--- src/rtl/morse_key_classifier.sv ---
// Single-key Morse front end: turns press/release durations into dot, dash, enter and backspace pulses.
// Optional MORSE_KEY_SYNC_EN adds a 2-flop synchronizer in front of the key sample register.
module morse_key_classifier #(
  parameter int UNIT_CYC   = 10_000_000,
  parameter int DASH_UNITS = 2,
  parameter int GAP_UNITS  = 3,
  parameter int LONG_UNITS = 10,
  parameter int MAX_SYM    = 5
) (
  input  logic       clk,
  input  logic       rst_n,
  input  logic       key_in,
  output logic       dot_pulse,
  output logic       dash_pulse,
  output logic       enter_pulse,
  output logic       back_pulse,
  output logic       key_active,
  output logic [2:0] sym_count
);

  localparam int PW = (UNIT_CYC > 1) ? $clog2(UNIT_CYC) : 1;

  localparam logic [PW-1:0] PRESC_LAST = PW'(UNIT_CYC - 1);
  localparam logic [4:0]    DASH_U     = 5'(DASH_UNITS);
  localparam logic [4:0]    GAP_LAST   = 5'(GAP_UNITS - 1);
  localparam logic [4:0]    LONG_LAST  = 5'(LONG_UNITS - 1);
  localparam logic [2:0]    SYM_MAX    = 3'(MAX_SYM);

  typedef enum logic [1:0] {S_IDLE, S_PRESS, S_GAP, S_HOLD} state_t;

  state_t        r_state;
  logic [PW-1:0] r_presc;
  logic [4:0]    r_units;
  logic          r_key_s;
  logic          w_key_raw;
  logic          w_tick;
  logic          w_long_hit;
  logic          w_gap_hit;

`ifdef MORSE_KEY_SYNC_EN
  logic [1:0] r_sync;

  always_ff @(posedge clk) begin
    if (!rst_n) r_sync <= 2'b00;
    else        r_sync <= {r_sync[0], key_in};
  end

  assign w_key_raw = r_sync[1];
`else
  assign w_key_raw = key_in;
`endif

  // Deliberately not reset: a key still held through reset must stay visible so S_HOLD can swallow it.
  always_ff @(posedge clk) begin
    r_key_s <= w_key_raw;
  end

  assign w_tick     = (r_presc == PRESC_LAST);
  assign w_long_hit = w_tick && (r_units == LONG_LAST);
  assign w_gap_hit  = w_tick && (r_units == GAP_LAST);

  // Timebase defaults first; state transitions into S_PRESS/S_GAP override them to restart timing.
  always_ff @(posedge clk) begin
    if (!rst_n) begin
      r_state     <= S_HOLD;
      r_presc     <= '0;
      r_units     <= '0;
      dot_pulse   <= 1'b0;
      dash_pulse  <= 1'b0;
      enter_pulse <= 1'b0;
      back_pulse  <= 1'b0;
      key_active  <= 1'b0;
      sym_count   <= '0;
    end else begin
      dot_pulse   <= 1'b0;
      dash_pulse  <= 1'b0;
      enter_pulse <= 1'b0;
      back_pulse  <= 1'b0;

      if (w_tick) begin
        r_presc <= '0;
        if (r_units != 5'd31) r_units <= r_units + 5'd1;
      end else begin
        r_presc <= r_presc + PW'(1);
      end

      case (r_state)
        S_IDLE: begin
          if (r_key_s) begin
            r_state    <= S_PRESS;
            key_active <= 1'b1;
            r_presc    <= '0;
            r_units    <= '0;
          end
        end
        S_PRESS: begin
          if (w_long_hit) begin
            back_pulse <= 1'b1;
            sym_count  <= '0;
            key_active <= 1'b0;
            r_state    <= S_HOLD;
          end else if (!r_key_s) begin
            if (sym_count < SYM_MAX) begin
              if (r_units < DASH_U) dot_pulse  <= 1'b1;
              else                  dash_pulse <= 1'b1;
              sym_count <= sym_count + 3'd1;
            end
            key_active <= 1'b0;
            r_state    <= S_GAP;
            r_presc    <= '0;
            r_units    <= '0;
          end
        end
        S_GAP: begin
          if (r_key_s) begin
            r_state    <= S_PRESS;
            key_active <= 1'b1;
            r_presc    <= '0;
            r_units    <= '0;
          end else if (w_gap_hit) begin
            enter_pulse <= 1'b1;
            sym_count   <= '0;
            r_state     <= S_IDLE;
          end
        end
        S_HOLD: begin
          if (!r_key_s) r_state <= S_IDLE;
        end
        default: r_state <= S_HOLD;
      endcase
    end
  end

endmodule

--- config.mk ---
export PLATFORM = sky130hd
export DESIGN_NAME = morse_key_classifier
export DESIGN_NICKNAME = d
export VERILOG_FILES = /design/src/rtl/morse_key_classifier.sv
export SDC_FILE = /design/constraint.sdc
export NUM_CORES = 1
export LEC_CHECK = 0
export ABC_CLOCK_PERIOD_IN_PS = 6100
export BUFFER_PORTS_ARGS = -buffer_cell sky130_fd_sc_hd__buf_2
export CORE_MARGIN = 2
export CORE_UTILIZATION = 40
export CTS_CLUSTER_DIAMETER = 50
export DETAILED_ROUTE_END_ITERATION = 12
export PLACE_DENSITY_LB_ADDON = 0.1
export SLEW_MARGIN = 20
export SYNTH_ARGS = -nofsm -noshare
export SYNTH_HDL_FRONTEND = slang
export SYNTH_SLANG_ARGS = --single-unit
--- constraint.sdc ---
create_clock -name clk -period 6.1 [get_ports clk]
set_input_delay 1.83 -clock clk [delete_from_list [all_inputs] [get_ports clk]]
set_output_delay 1.83 -clock clk [all_outputs]
set_load 0.03 [all_outputs]
==> out/metrics.yaml <==
route:
  top_layer: "met4"
  drc: 0
  drt_wl_total_mm: 3.61
  wl_per_cell_um: 13.0
  drtAntennaViolNets: 0
  vias_per_cell: 5.33
  drt-initial-drc-count: 86
  route.met2.wl_mm: 1.74
  drtPass1Iterations: 6
  wl_met3_um: 139
  routed-via-count: 1482
  met1_length_mm: 1.64
power_and_ir_drop:
  leakage_nw: 0.749
  pwr-share-clk: 0.377
  peakVddDrop_mv: 0.129
  seq_power_share: 0.574
  p_total_uw: 470
  switching_share: 0.228
  powerDensity_nw_per_um2: 226
  switching_power_uw: 107
  p_comb_frac: 0.049
  p_int_uw: 363
clock_tree:
  h-tree-depth: 2
  cts_resized: 0
  holdBufCountCts: 0
  cts_tree: "yes"
  clk_pin_slew_ns: 0.07
  post-cts-setup-buffers: 0
  clock_latency_ns: 0.29
  cts_buffers: 5
  clock-sinks: 40
  clk_path_buf_depth: 2
  cts_root_buf: "clkbuf_8"
die:
  core_um2: 4660
  die_area_um2: 5350
  ios: 11
  rows: 25
  die_height_um: 73.1
  initial_utilization: 0.410
  dieWidth_um: 73.1
global_routing:
  grt_pass1_wl_mm: 6.35
  gr-usage-all-layers: 0.153
  grt_pass1_vias: 1460
  grt_max_degree: 24
  overflow: 0
  antenna_found_initial: 0
place:
  port_buffers: 10
  hpwl_mm: 2.66
  place_inst: 270
  gp_congestion: 0.782
sta:
  max_freq_mhz: 356
  tightest_slew_ns: 0.801
  rsz0062_at_grt: "no"
  slew_headroom: 0.461
  fin_crit_sh: 0.461
  period_needed_ns: 2.81
  whs_ns: 0.479
  maxSlewViolCount: 0
  tns_ns: 0
  final-hold-violation-count: 0
  setup_violations: 0
  fin_skew_ns: 0.00634
worst_setup_path:
  timing.critical_path.buf_inv: 2
  cp_cell_sequence: "buf_2, inv_1, a21oi_1, o21ai_0, or2_2, nor2_1"
  slowest_delay_ns: 0.50
  arrival_ns: 3.03
  crit_required_ns: 6.32
  cp-end-kind: "flop"
  startpoint_type: "input port"
  cpMaxStageDelayCell: "or2_2"
  path_max_fanout: 23
  crit_type: "input port to flop"
  path_delay_family: "simple AND/OR/NAND/NOR gates"
synthesis:
  yosysTopAreaCell: "dfxtp_1"
  async_reset_ff_frac: 0
  netlist_area_um2: 1910
  avgSynthCellArea_um2: 9.02
  syn_inst: 212
  ys_seq_elements: 40
  yosysTopAreaCellShare: 0.419
  synth_flop_cell: "dfxtp_1"
  synth_nets: 220
  synthTopCellsByArea: "dfxtp_1 (42%), nor2_1 (7.5%), xnor2_1 (6.0%), xor2_1 (4.6%), ha_1 (3.3%)"
  synth_enable_flop_cells: 0
  yosysUniqueCellTypes: 51
  ys_seq_area_frac: 0.419
  yosysWarnings: 0
layout:
  antenna_cells: 0
  layoutNonFillerInstCount: 278
  fillers: 457
  area_growth_pct: 8.90
  fin_nets: 231
  drive_gt1_frac: 0.156
run:
  maxCapViolCount: 0
hold_path:
  hold_class: "flop to flop"
outcome:
  status: "completed"
[cells by family (layout without fill, tap and decap cells)]
| group | count (synthesis) | after routing | synth area share |
|---|---|---|---|
| AO/OA/AOI/OAI | 23 | 23 | 0.0812 |
| XOR/XNOR | 23 | 23 | 0.105 |
| adder cells (fa/ha/maj) | 5 | 5 | 0.0327 |
| buffers and inverters | 14 | 26 | 0.0366 |
| flip-flops | 40 | 40 | 0.419 |
| multiplexers | 3 | 3 | 0.0157 |
| AND/OR/NAND/NOR | 104 | 104 | 0.310 |
[layer usage]
layer | vias to the layer above | track usage
met2 | 26 | 0.257
met5 | - | 0
li1 | 753 | -
met3 | 8 | 0.0428
met1 | 695 | 0.181
met4 | 0 | 0.0700
[power by group through the flow]
stage               clock (mW)  sequential [mW]  combinational [mW]
floorplan                    0            0.276              0.0175
CTS                      0.188            0.270              0.0233
global placement             0            0.276              0.0228
detailed placement           0            0.276              0.0233
global route             0.198            0.271              0.0262
finish                   0.177            0.270              0.0229
[layout by cell type (no fill, tap or decap), types with 6 or more instances in the layout]
cell	n
buf_2	10
clkbuf_8	6
dfxtp_1	40
inv_1	8
nand2_1	13
nand3_1	6
nand4_1	6
nor2_1	38
o21ai_0	6
xnor2_1	13
xor2_1	10
[metrics by stage]
stage / instance area (µm²) / util / worst slack (ns)
2_1_floorplan: 1910 / - / 3.24
3_3_place_gp: 1990 / 0.427 / 3.06
3_5_place_dp: 1990 / 0.427 / 3.00
4_1_cts: 2080 / 0.447 / 3.30
5_1_grt: 2080 / 0.447 / 3.21
6_report: 2080 / 0.447 / 3.29
[worst reg2reg max path, cell delays in order, from the launching register on]
cell and delay [ns]:
dfxtp_1 0.39, ha_1 0.25, nand3_4 0.13, nor4_1 0.45
and2_1 0.31, or2_2 0.43, nor2_1 0.11
[worst paths after layout]
kind	from	end	slack (ns)	depth (start not counted)
min reg2reg	r_presc[0]	r_presc[0]	0.48	1
max	rst_n	r_presc[3]	3.29	6
max reg2reg	r_presc[0]	r_presc[3]	3.91	6
min	r_presc[0]	r_presc[0]	0.48	1
[registers in the layout, indices dropped and copies added, names as in the netlist]
name / flops
key_active: 1
enter_pulse: 1
back_pulse: 1
sym_count: 3
r_state: 2
dot_pulse: 1
dash_pulse: 1
r_units: 5
r_key_s: 1
r_presc: 24
[layout make-up]
cell class | instances | area, µm² | area share
Tap cell | 54 | 67.6 | 0.0325
Multi-Input combinational cell | 158 | 1040 | 0.500
Sequential cell | 40 | 801 | 0.385
Clock buffer | 6 | 82.6 | 0.0397
Inverter | 8 | 30.0 | 0.0144
Clock inverter | 2 | 10.0 | 0.00481
Timing Repair Buffer | 10 | 50.0 | 0.0240
[Yosys cell counts, drive strengths merged (2+ instances only)]
cell,n
dfxtp,40
nor2,38
nand2,13
xnor2,13
xor2,10
inv,8
nand3,8
o21ai,8
a21oi,6
nand4,6
and3,5
ha,5
nor3,5
and4,4
buf,4
nor4,4
mux2i,3
nand2b,3
nor2b,3
or2,3
clkbuf,2
nor3b,2
nor4b,2
nor4bb,2
or4,2
Power figures use the tool's default switching activity.
